===== src/rtl/game_pkg.sv =====
`default_nettype none
// ============================================================================
// Module      : game_pkg
// Description : Shared screen geometry, coordinate widths, home position and
//               edge-handling mode for the VGA game datapath.
// Revision    : 1.0 - initial release
// ============================================================================
package game_pkg;

  localparam int SCREEN_W = 1440;
  localparam int SCREEN_H = 900;
  localparam int X_W      = 11;
  localparam int Y_W      = 10;
  localparam int HOME_X   = 700;
  localparam int HOME_Y   = 450;

  typedef enum logic [0:0] {
    CLAMP = 1'b0,
    WRAP  = 1'b1
  } edge_mode_t;

endpackage : game_pkg
`default_nettype wire


===== src/rtl/axis_mover.sv =====
`default_nettype none
// ============================================================================
// Module      : axis_mover
// Description : One axis of sprite motion. Moves by an accelerating step on
//               each update tick while exactly one direction is held, and
//               clamps or wraps at the axis limits.
// Revision    : 1.0 - initial release
// ============================================================================
module axis_mover
  import game_pkg::*;
#(
  parameter int         W           = 11,
  parameter int         MAX         = 1420,
  parameter int         HOME        = 700,
  parameter int         STEP_MIN    = 1,
  parameter int         STEP_MAX    = 8,
  parameter int         ACCEL_TICKS = 8,
  parameter edge_mode_t EDGE_MODE   = CLAMP
) (
  input  logic         clk,
  input  logic         rst,
  input  logic         tick,
  input  logic         centre,
  input  logic         neg,
  input  logic         pos,
  output logic [W-1:0] pos_q
);

  localparam int SW = $clog2(STEP_MAX + 1);
  localparam int HW = (ACCEL_TICKS > 1) ? $clog2(ACCEL_TICKS) : 1;

  localparam logic [W-1:0]  c_max       = W'(MAX);
  localparam logic [W-1:0]  c_home      = W'(HOME);
  localparam logic [W:0]    c_max_ext   = (W+1)'(MAX);
  localparam logic [SW-1:0] c_step_min  = SW'(STEP_MIN);
  localparam logic [SW-1:0] c_step_max  = SW'(STEP_MAX);
  localparam logic [HW-1:0] c_hold_last = HW'(ACCEL_TICKS - 1);

  logic [SW-1:0] r_step;
  logic [HW-1:0] r_hold;

  logic [W:0]   w_pos_ext;
  logic [W:0]   w_step_ext;
  logic [W:0]   w_sum;
  logic         w_under;
  logic [W-1:0] w_diff;
  logic [W-1:0] w_next;

  // Candidate position for this tick; the extra bit exposes overflow/underflow.
  always_comb begin
    w_pos_ext  = {1'b0, pos_q};
    w_step_ext = (W+1)'(r_step);
    w_sum      = w_pos_ext + w_step_ext;
    w_under    = (w_step_ext > w_pos_ext);
    w_diff     = pos_q - W'(r_step);
    w_next     = pos_q;
    if (neg) begin
      if (w_under) w_next = (EDGE_MODE == WRAP) ? c_max : '0;
      else         w_next = w_diff;
    end else if (pos) begin
      if (w_sum > c_max_ext) w_next = (EDGE_MODE == WRAP) ? '0 : c_max;
      else                   w_next = w_sum[W-1:0];
    end
  end

  // Position, step and hold counter advance only on the update tick.
  always_ff @(posedge clk) begin
    if (rst) begin
      pos_q  <= c_home;
      r_step <= c_step_min;
      r_hold <= '0;
    end else if (tick) begin
      if (centre) begin
        pos_q  <= c_home;
        r_step <= c_step_min;
        r_hold <= '0;
      end else if (neg ^ pos) begin
        pos_q <= w_next;
        if (r_hold == c_hold_last) begin
          r_hold <= '0;
          if (r_step != c_step_max) r_step <= r_step + 1'b1;
        end else begin
          r_hold <= r_hold + 1'b1;
        end
      end else begin
        r_step <= c_step_min;
        r_hold <= '0;
      end
    end
  end

endmodule : axis_mover
`default_nettype wire


===== src/rtl/sprite_mover.sv =====
`default_nettype none
// ============================================================================
// Module      : sprite_mover
// Description : Sprite position controller. Synchronises the push-buttons,
//               generates the update tick enable, drives two axis movers and
//               produces the registered pixel hit flag and edge flags.
// Revision    : 1.0 - initial release
// ============================================================================
module sprite_mover
  import game_pkg::*;
#(
  parameter int TICK_DIV    = 1666667,
  parameter int X_W         = game_pkg::X_W,
  parameter int Y_W         = game_pkg::Y_W,
  parameter int SCREEN_W    = game_pkg::SCREEN_W,
  parameter int SCREEN_H    = game_pkg::SCREEN_H,
  parameter int SPR_W       = 20,
  parameter int SPR_H       = 20,
  parameter int HOME_X      = game_pkg::HOME_X,
  parameter int HOME_Y      = game_pkg::HOME_Y,
  parameter int STEP_MIN    = 1,
  parameter int STEP_MAX    = 8,
  parameter int ACCEL_TICKS = 8,
  parameter int EDGE_MODE   = 0
) (
  input  logic           clk,
  input  logic           rst,
  input  logic           left,
  input  logic           right,
  input  logic           up,
  input  logic           down,
  input  logic           centre,
  input  logic [X_W-1:0] curr_x,
  input  logic [Y_W-1:0] curr_y,
  output logic [X_W-1:0] blkpos_x,
  output logic [Y_W-1:0] blkpos_y,
  output logic           tick,
  output logic           hit,
  output logic [3:0]     at_edge
);

  localparam int X_MAX = SCREEN_W - SPR_W;
  localparam int Y_MAX = SCREEN_H - SPR_H;
  localparam int CW    = $clog2(TICK_DIV);

  localparam logic [CW-1:0]  c_tick_last = CW'(TICK_DIV - 1);
  localparam logic [X_W-1:0] c_x_max     = X_W'(X_MAX);
  localparam logic [Y_W-1:0] c_y_max     = Y_W'(Y_MAX);
  localparam logic [X_W:0]   c_spr_w     = (X_W+1)'(SPR_W);
  localparam logic [Y_W:0]   c_spr_h     = (Y_W+1)'(SPR_H);

  // Button order: {left, right, up, down, centre}
  logic [4:0]    r_sync1;
  logic [4:0]    r_sync2;
  logic [CW-1:0] r_cnt;

  logic w_left, w_right, w_up, w_down, w_centre;
  logic [X_W:0] w_cx, w_bx;
  logic [Y_W:0] w_cy, w_by;

  // Two-flop synchroniser for the asynchronous buttons.
  always_ff @(posedge clk) begin
    if (rst) begin
      r_sync1 <= '0;
      r_sync2 <= '0;
    end else begin
      r_sync1 <= {left, right, up, down, centre};
      r_sync2 <= r_sync1;
    end
  end

  assign {w_left, w_right, w_up, w_down, w_centre} = r_sync2;

  // Free-running update divider; tick marks its terminal count.
  always_ff @(posedge clk) begin
    if (rst)                     r_cnt <= '0;
    else if (r_cnt == c_tick_last) r_cnt <= '0;
    else                         r_cnt <= r_cnt + 1'b1;
  end

  assign tick = (r_cnt == c_tick_last);

  axis_mover #(
    .W           (X_W),
    .MAX         (X_MAX),
    .HOME        (HOME_X),
    .STEP_MIN    (STEP_MIN),
    .STEP_MAX    (STEP_MAX),
    .ACCEL_TICKS (ACCEL_TICKS),
    .EDGE_MODE   (edge_mode_t'(EDGE_MODE))
  ) u_axis_x (
    .clk    (clk),
    .rst    (rst),
    .tick   (tick),
    .centre (w_centre),
    .neg    (w_left),
    .pos    (w_right),
    .pos_q  (blkpos_x)
  );

  axis_mover #(
    .W           (Y_W),
    .MAX         (Y_MAX),
    .HOME        (HOME_Y),
    .STEP_MIN    (STEP_MIN),
    .STEP_MAX    (STEP_MAX),
    .ACCEL_TICKS (ACCEL_TICKS),
    .EDGE_MODE   (edge_mode_t'(EDGE_MODE))
  ) u_axis_y (
    .clk    (clk),
    .rst    (rst),
    .tick   (tick),
    .centre (w_centre),
    .neg    (w_up),
    .pos    (w_down),
    .pos_q  (blkpos_y)
  );

  assign w_cx = {1'b0, curr_x};
  assign w_bx = {1'b0, blkpos_x};
  assign w_cy = {1'b0, curr_y};
  assign w_by = {1'b0, blkpos_y};

  // Registered hit test; the extra bit keeps the sprite's far edge from wrapping.
  always_ff @(posedge clk) begin
    if (rst) hit <= 1'b0;
    else     hit <= (w_bx <= w_cx) && (w_cx < w_bx + c_spr_w) &&
                    (w_by <= w_cy) && (w_cy < w_by + c_spr_h);
  end

  assign at_edge = {blkpos_x == '0, blkpos_x == c_x_max,
                    blkpos_y == '0, blkpos_y == c_y_max};

endmodule : sprite_mover
`default_nettype wire

===== config.mk =====
export PLATFORM = sky130hd
export DESIGN_NAME = sprite_mover
export DESIGN_NICKNAME = d
export VERILOG_FILES = /design/src/rtl/game_pkg.sv /design/src/rtl/axis_mover.sv /design/src/rtl/sprite_mover.sv
export SDC_FILE = /design/constraint.sdc
export NUM_CORES = 1
export LEC_CHECK = 0
export BUFFER_PORTS_ARGS = -buffer_cell sky130_fd_sc_hd__buf_2
export CAP_MARGIN = 15
export CORE_ASPECT_RATIO = 1.5
export CORE_MARGIN = 2
export CORE_UTILIZATION = 40
export CTS_BUF_LIST = sky130_fd_sc_hd__clkbuf_4
export CTS_CLUSTER_SIZE = 12
export DETAILED_ROUTE_END_ITERATION = 7
export PLACE_DENSITY = 0.6
export SLEW_MARGIN = 30
export SYNTH_ARGS = -nofsm -noshare
export SYNTH_HDL_FRONTEND = slang
export SYNTH_HIERARCHICAL = 1
export SYNTH_SLANG_ARGS = --single-unit

===== constraint.sdc =====
create_clock -name clk -period 5.1 [get_ports clk]
set_input_delay 0 -clock clk [delete_from_list [all_inputs] [get_ports clk]]
set_output_delay 0 -clock clk [all_outputs]
set_load 0.01 [all_outputs]

# [Yosys cells after proc, flatten, opt, wreduce, memory -nomap -nowiden]
# Cells that the tools add are included.
[word_totals] ff_bits=67 input_bits=28 out_inout_bits=27 word_cells=82
[classes] addsub=11 magnitude_cmp=8 eq_ne=11 mux=26 n_bitwise=2 reduce_logical=14
[op_table] cell="$mux W11" n=6
[op_table] cell="$mux W10" n=6
[op_table] cell="$mux W4" n=8
[op_table] cell="$add A21 B1 Y21 const B" n=1
[op_table] cell="$eq A21 B21 Y1 const B" n=1
[op_table] cell="$mux W3" n=6
[op_table] cell="$add A11 B4 Y12" n=1
[op_table] cell="$add A11 B5 Y12 const B" n=1
[op_table] cell="$gt A12 B11 Y1 const B" n=1
[op_table] cell="$lt A11 B12 Y1" n=1
[op_table] cell="$ne A3 B3 Y1 const B" n=4
[op_table] cell="$reduce_and A3 Y1" n=4
[op_table] cell="$add A10 B4 Y11" n=1
[op_table] cell="$add A10 B5 Y11 const B" n=1
[op_table] cell="$eq A11 B11 Y1 const B" n=1
[op_table] cell="$gt A11 B10 Y1 const B" n=1
[op_table] cell="$gt A4 B11 Y1" n=1
[op_table] cell="$le A11 B11 Y1" n=1
[op_table] cell="$logic_not A11 Y1" n=1
[op_table] cell="$lt A10 B11 Y1" n=1
[op_table] cell="$sub A11 B4 Y11" n=1
[op_table] cell="$eq A10 B10 Y1 const B" n=1
[op_table] cell="$gt A4 B10 Y1" n=1
[op_table] cell="$le A10 B10 Y1" n=1
[op_table] cell="11 further kinds" n=20

# [Logic depth before layout (Yosys ltp)]
# Gate-level depths: netlist (run 1).
[logic_depth] depth_word=7 mapped_depth=12 mapped_depth_nobuf=11

# [Hierarchy]
# Netlist (run 1), hierarchy kept.
[modules_own_cells] mod="sprite_mover" n_inst=1 cells_per_inst=307 area_each_um2=2593.7 seq_area_each_um2=640.6
[modules_own_cells] mod="axis_mover at u_axis_x" n_inst=1 cells_per_inst=246 area_each_um2=1894.3 seq_area_each_um2=360.3
[modules_own_cells] mod="axis_mover at u_axis_y" n_inst=1 cells_per_inst=200 area_each_um2=1605.3 seq_area_each_um2=340.3

# [Worst setup path after synthesis (run 1)]
# No wires, ideal clock.
[synth_path] path_kind="register to register" from="register u_axis_x.pos_q[0]" to="register u_axis_x.pos_q[2]" setup_time_ns=0.074 arrival_ns=2.596 required_time_ns=5.026 slack_ns=2.430 path_stages_with_launch=11 n_path_buf=0 period_less_slack_ns=2.670 path_cell_list="dfxtp_1 > ha_1 > inv_1 > fa_1 > nor2_4 > o311ai_2 > or3_1 > a21oi_2 > a2bb2o_4 > a22o_1 > a31oi_1"
[synth_between] elab_chain_cells=7 word_cells_on_any_way=10 cone_classes="add/sub: 2; order compare: 2; mux: 6"
[synth_lines] element="from (decl)" line_no="axis_mover.sv:26" source="output logic [W-1:0] pos_q"
[synth_lines] element="from (signal assigned)" line_no="axis_mover.sv:69" source="pos_q <= c_home;"
[synth_lines] element="from (signal assigned)" line_no="axis_mover.sv:74" source="pos_q <= c_home;"
[synth_lines] element="from (signal assigned)" line_no="axis_mover.sv:78" source="pos_q <= w_next;"
[synth_lines] element="$add A11 B4 Y12" line_no="axis_mover.sv:53" source="w_sum = w_pos_ext + w_step_ext;"
[synth_lines] element="$gt A12 B11 Y1" line_no="axis_mover.sv:61" source="if (w_sum > c_max_ext) w_next = (EDGE_MODE == WRAP) ? '0 : c_max;"
[synth_lines] element="$mux W11" line_no="axis_mover.sv:61"
[synth_lines] element="$mux W11" line_no="axis_mover.sv:60" source="end else if (pos) begin"
[synth_lines] element="$mux W11 *" line_no="axis_mover.sv:57" source="if (neg) begin"
[synth_lines] element="$mux W11 *" line_no="axis_mover.sv:77" source="end else if (neg ^ pos) begin"
[synth_lines] element="$mux W11 *" line_no="axis_mover.sv:73" source="if (centre) begin"
# Every way passes the cells marked *; elsewhere a longest branch is shown, timed or not. The select of a mux whose other input is x is not followed.
# A chain may end at the register's enable or synchronous reset.

# [Final worst setup path (run 1)]
[layout_path] from="register u_axis_y.pos_q[0]" to="register u_axis_y.pos_q[6]"
[layout_between] elab_chain_cells=7 word_cells_on_any_way=10 cone_classes="add/sub: 2; order compare: 2; mux: 6"
[layout_lines] element="from (decl)" line_no="axis_mover.sv:26"
[layout_lines] element="from (signal assigned)" line_no="axis_mover.sv:69"
[layout_lines] element="from (signal assigned)" line_no="axis_mover.sv:74"
[layout_lines] element="from (signal assigned)" line_no="axis_mover.sv:78"
[layout_lines] element="$add A10 B4 Y11" line_no="axis_mover.sv:53"
[layout_lines] element="$gt A11 B10 Y1" line_no="axis_mover.sv:61"
[layout_lines] element="$mux W10" line_no="axis_mover.sv:61"
[layout_lines] element="$mux W10" line_no="axis_mover.sv:60"
[layout_lines] element="$mux W10 *" line_no="axis_mover.sv:57"
[layout_lines] element="$mux W10 *" line_no="axis_mover.sv:77"
[layout_lines] element="$mux W10 *" line_no="axis_mover.sv:73"
# Marks and branches as above.

==> results of run 1 <==
==> timing repair <==
item / in CTS / in global routing
hold buffers: 5 / 0
hold endpoints to repair: 5 / 0
buffers inserted: 0 / 0
==> worst reg2reg max path: stages (launching register included) <==
cell and delay [ps]:
dfxtp_1 420, inv_1 130, ha_1 170, inv_1 50
fa_1 390, a21o_1 220, a211oi_1 660, nand3b_1 180
o311ai_0 130, o21ai_0 170, o32a_1 360
==> worst paths after layout <==
| check | from | endpoint | slack, ps | depth (start not counted) |
|---|---|---|---|---|
| hold / removal | curr_y[5] | hit | 70 | 5 |
| hold reg to reg | r_sync1[3] | r_sync2[3] | 460 | 1 |
| setup / recovery | u_axis_y/pos_q[0] | u_axis_y/pos_q[6] | 2110 | 10 |
| setup reg to reg | u_axis_y/pos_q[0] | u_axis_y/pos_q[6] | 2110 | 10 |
==> area by class of cell <==
type	count	area (µm²)	area share (%)
inverter	54	203	3.04
multi-input combinational	600	4400	66.0
clock buffer	9	67.6	1.01
sequential	67	1340	20.1
timing repair buffer	61	335	5.03
tap	199	249	3.74
clock inverter	7	68.8	1.03
antenna	1	2.50	0.0375
==> Yosys cell counts, drive strengths merged, types with 18 or more instances <==
cell type,n,area share (%)
inv,53,3.3
xor2,32,4.6
nand2b,19,2.0
clkbuf,19,1.2
nand2,48,3.0
xnor2,23,3.3
nand3,24,2.0
nor3,18,1.6
a21oi,45,3.8
nor2,76,4.8
ha,72,15
o21ai,23,1.9
dfxtp,67,22
nor2b,24,2.5
==> cell families after synthesis <==
logic type	after synthesis	synth area share [%]
flip-flops	67	22.0
buffers and inverters	86	5.98
multiplexers	6	0.986
adder cells (fa/ha/maj)	76	16.1
AO/OA/AOI/OAI	180	21.9
AND/OR/NAND/NOR	283	25.2
XOR/XNOR	55	7.91
==> power groups by stage <==
stage / clock network [mW] / logic, mW / registers (mW)
final: 0.358 / 0.0937 / 0.539
after global routing: 0.392 / 0.107 / 0.540
after CTS: 0.373 / 0.0948 / 0.539
after detailed placement: 0 / 0.0913 / 0.551
after global placement: 0 / 0.0901 / 0.551
after floorplan: 0 / 0.0657 / 0.545
==> state kept, by name, indices dropped and copies added, names as in the netlist <==
name and flops:
u_axis_x/pos_q 11, u_axis_y/pos_q 10, hit 1, u_axis_y/r_step 4, r_cnt 21, r_sync2 5
u_axis_x/r_step 4, u_axis_x/r_hold 3, u_axis_y/r_hold 3, r_sync1 5
==> per-layer routing <==
layer | wire length [µm] | vias up | share of wire (%) | global-route usage, %
li1 | - | 2799 | - | -
met1 | 6490 | 2738 | 41 | 21.0
met2 | 8660 | 119 | 54 | 38.5
met3 | 455 | 35 | 2.8 | 2.39
met4 | 413 | 0 | 2.6 | 8.44
met5 | 0 | - | 0 | 0
==> run summary, run 1 <==
result of the run - completed
CTS buffer count - 9
dpl hpwl - 12.2 mm
# IOs - 55
vias in the first global route - 5372
Slew @ Worst Pin - 923 ps
Via Count - 5691
Clk pwr share - 36.1%
RD Place Congestion - 0.877
Syn Inst Count - 753
CTS clk-pin slew, worst paths - 130 ps
CTS resizes - 0
Yosys cell types - 81
layout cell share with drive strength beyond 1 - 13.0%
setup ws final - 2110 ps
largest net degree at the start of global routing - 41
Post-route DRC - 0
Post-synth ARST share - 0%
Routed WL - 16.0 mm
H-Tree Depth - 3
final antenna-violating net count - 0
Placement Rows - 55
WL/cell - 16.0 µm
Final Cycle Share - 58.6%
pre-CTS setup slack - 2180 ps
VDD IR-drop max - 178 µV
die height - 155 µm
initial antenna violation count - 1
Tot Pwr - 0.990 mW
pwr/cell area - 149 nW/µm²
Worst slew margin - 38.3%
initial DRC count - 292
Comb power frac - 9.5%
grt total ovfl - 0
core footprint - 15000 µm²
worst path arrival time - 3320 ps
worst hold path type - primary input to flip-flop
Crit Path Max Fanout - 6
Via density - 5.70
die area - 16300 µm²
Post-Route Utilization - 44.4%
Setup Viol. Count Final - 0
Hold Vio Cnt, Final - 0
CP required - 5430 ps
Startpoint Class - flip-flop
Setup TNS - 0 ps
DP Area - 6480 µm²
Final nets - 897
Seq/Total Area, Yosys - 22.0%
Initial Util - 40.6%
Setup crit end kind - flip-flop
placed insts - 976
drt pass-1 iters - 4
ys flop type - dfxtp_1
Worst path most repeated cell - inv_1
die width - 105 µm
cell area after synthesis - 6090 µm²
sequential power share - 54.4%
port bufs - 54
clk sink count - 67
Root Buffer - clkbuf_4
Int Power - 0.720 mW
fmax - 0.335 GHz
All-Layer GR Usage - 19.7%
Yosys Warn Count - 6
slowest CP cell - a211oi_1
FILL cells - 1604
post-synthesis net count - 857
CTS tree - built
sw frac - 27.3%
most common cell after layout, fill and taps aside - nor2_1
RSZ-0062 raised after global routing - false
CP bufs+invs - 2
P_sw - 0.271 mW
Leak Pwr - 2.72 nW
max cap viols - 0
Fin Clk Skew - 24.2 ps
hold_ws - 74.5 ps
syn_area_per_cell - 8.09 µm²
most frequent cells in the layout - 74 x nor2_1, 72 x ha_1, 67 x dfxtp_1
delay of the slowest critical-path stage - 660 ps
clock tree buffer depth - 2
Synth Register Bits - 67
Cell Chain, Critical Path - inv_1 > ha_1 > inv_1 > fa_1 > a21o_1 > a211oi_1 > nand3b_1 > o311ai_0 > o21ai_0 > o32a_1
number of flops mapped to enable cells by yosys - 0
non-filler cells, final - 998
critical path class - flip-flop to flip-flop
top cell family by delay on the critical path - compound AO/OA/AOI/OAI gates
clk_lat worst skew - 440 ps
global-route wire length before repair - 26.2 mm
crit path time final - 2990 ps
Post-Layout Inst Area - 6670 µm²
Area growth syn-to-layout - 9.38%
Final Max Slew Viols - 0
(Power assumes the default switching activity.)
==> run 2, diff against run 1 <==
- clock period: 5.1 -> 2.75 ns (I/O delays scaled with it)
==> run summary, run 2 (synthesized netlist as in run 1, its figures left out) <==
result of the run - completed (unchanged)
Area growth syn-to-layout - 18.1% (was 9.38%)
CP required - 3070 ps (was 5430 ps)
pwr/cell area - 270 nW/µm² (was 149 nW/µm²)
worst hold path type - primary input to flip-flop (unchanged)
Hold Vio Cnt, Final - 0 (unchanged)
sw frac - 26.3% (was 27.3%)
P_sw - 0.511 mW (was 0.271 mW)
Tot Pwr - 1.94 mW (was 0.990 mW)
setup ws final - 179 ps (was 2110 ps)
Via Count - 5763 (was 5691)
Post-route DRC - 0 (unchanged)
Slew @ Worst Pin - 680 ps (was 923 ps)
H-Tree Depth - 3 (unchanged)
CTS tree - built (unchanged)
Worst slew margin - 54.2% (was 38.3%)
crit path time final - 2570 ps (was 2990 ps)
Leak Pwr - 3.02 nW (was 2.72 nW)
Clk pwr share - 39.1% (was 36.1%)
grt total ovfl - 0 (unchanged)
global-route wire length before repair - 27.4 mm (was 26.2 mm)
M3 GR Usage - 2.68% (was 2.39%)
# IOs - 55 (unchanged)
WL/cell - 15.9 µm (was 16.0 µm)
delay of the slowest critical-path stage - 370 ps (was 660 ps)
non-filler cells, final - 1055 (was 998)
Setup TNS - 0 ps (unchanged)
CTS clk-pin slew, worst paths - 130 ps (about the same)
layout cell share with drive strength beyond 1 - 20.8% (was 13.0%)
Initial Util - 40.6% (unchanged)
Cell Chain, Critical Path - ha_1 > inv_1 > fa_2 > nor2_4 > o311ai_2 > or3_1 > a21oi_2 > a2bb2o_4 > buf_4 > a31oi_4 > o211ai_1 (was inv_1 > ha_1 > inv_1 > fa_1 > a21o_1 > a211oi_1 > nand3b_1 > o311ai_0 > o21ai_0 > o32a_1)
Startpoint Class - flip-flop (unchanged)
Final Cycle Share - 93.5% (was 58.6%)
initial antenna violation count - 1 (unchanged)
clk_lat worst skew - 420 ps (was 440 ps)
pre-CTS setup slack - 65.0 ps (was 2180 ps)
All-Layer GR Usage - 20.8% (was 19.7%)
GR Layer Usage met2 - 40.8% (was 38.5%)
Fin Clk Skew - 19.6 ps (was 24.2 ps)
final antenna-violating net count - 0 (unchanged)
Root Buffer - clkbuf_4 (unchanged)
total area of sequential cells - 1350 µm² (was 1340 µm²)
core footprint - 15000 µm² (unchanged)
Reg with most FFs - r_cnt (unchanged)
clock tree buffer depth - 2 (unchanged)
drt pass-1 iters - 5 (was 4)
clk sink count - 67 (unchanged)
die area - 16300 µm² (unchanged)
die width - 105 µm (unchanged)
vias in the first global route - 5731 (was 5372)
sequential power share - 51.1% (was 54.4%)
placed insts - 1033 (was 976)
Final Max Slew Viols - 0 (unchanged)
Routed WL - 16.8 mm (was 16.0 mm)
Post-Route Utilization - 48.0% (was 44.4%)
post-CTS setup buffers - 0 (unchanged)
most common cell after layout, fill and taps aside - nor2_1 (unchanged)
Setup Viol. Count Final - 0 (unchanged)
Crit Path Max Fanout - 5 (was 6)
RD Place Congestion - 0.933 (was 0.877)
port bufs - 54 (unchanged)
most frequent cells in the layout - 73 x nor2_1, 71 x ha_1, 60 x dfxtp_1 (was 74 x nor2_1, 72 x ha_1, 67 x dfxtp_1)
dpl hpwl - 13.1 mm (was 12.2 mm)
Placement Rows - 55 (unchanged)
grt met1 use - 21.7% (was 21.0%)
worst path arrival time - 2890 ps (was 3320 ps)
Final nets - 954 (was 897)
Most Crowded Layer GR - met2 (unchanged)
critical path class - flip-flop to flip-flop (unchanged)
FILL cells - 1542 (was 1604)
max cap viols - 0 (unchanged)
slowest CP cell - or3_1 (was a211oi_1)
Int Power - 1.43 mW (was 0.720 mW)
Via density - 5.46 (was 5.70)
Comb power frac - 9.8% (was 9.5%)
VDD IR-drop max - 187 µV (was 178 µV)
fmax - 0.389 GHz (was 0.335 GHz)
DP Area - 6900 µm² (was 6480 µm²)
Post-Layout Inst Area - 7190 µm² (was 6670 µm²)
hold_ws - 50.0 ps (was 74.5 ps)
Largest register FFs - 21 (unchanged)
multi-input logic area - 4470 µm² (was 4400 µm²)
top flop regs - r_cnt (21), u_axis_x/pos_q (11), u_axis_y/pos_q (10) (unchanged)
initial DRC count - 290 (was 292)
Setup crit end kind - flip-flop (unchanged)
die height - 155 µm (unchanged)
largest net degree at the start of global routing - 27 (was 41)
CTS buffer count - 9 (unchanged)
==> run 2: cell types whose count changed in the layout (fill, tap and decap cells not counted), moves of 2 or more <==
cell,previous run,this run
dfxtp_2,0,7
dfxtp_1,67,60
nor4_1,9,7
fa_2,0,3
buf_4,2,59
nor4_2,0,2
fa_1,4,1
clkinv_2,2,0
==> run 2: layout make-up <==
cell class	instances	area share, %
repair buffers	118	10.6
inverters	54	2.82
clock buffers	9	0.939
multi-input cells	600	62.1
diodes	1	0.0348
well taps	199	3.46
clock inverters	7	1.29
flip-flops and latches	67	18.8
==> run 2: worst max-delay path: cells and delay by family (launching register included) <==
kind	cells	cell delay, ps
buffers and inverters	2	200
DFF	1	350
and+or+nand+nor	2	500
adders and majority gates	2	530
AOI/OAI and AO/OA	5	890
==> run 2: final timing paths <==
check	depth (start not counted)	from	slack (ps)	end
max	11	u_axis_x/r_step[0]	180	u_axis_x/pos_q[4]
min	2	rst	50	u_axis_y/r_hold[0]
max reg2reg	11	u_axis_x/r_step[0]	180	u_axis_x/pos_q[4]
min reg2reg	1	r_sync1[0]	450	r_sync2[0]
==> run 2: repair_timing <==
| action | in CTS | in global routing |
|---|---|---|
| hold endpoints to repair | 5 | 0 |
| hold buffers | 5 | 0 |
| gates resized for setup | 0 | 22 |
| endpoints found under the setup margin | 0 | 13 |
==> run 2: routing by layer <==
layer,wire length [µm],share of wire [%]
met4,575,3.4
met2,9020,54
met1,6750,40
met3,470,2.8
met5,0,0
==> run 2: power by group through the flow <==
stage                     combinational, mW  clock (mW)  sequential (mW)
after floorplan                       0.122           0             1.01
after global placement                0.182           0             1.01
after detailed placement              0.184           0             1.01
after CTS                             0.190       0.788            0.992
after global routing                  0.217       0.826            0.994
final                                 0.191       0.760            0.992
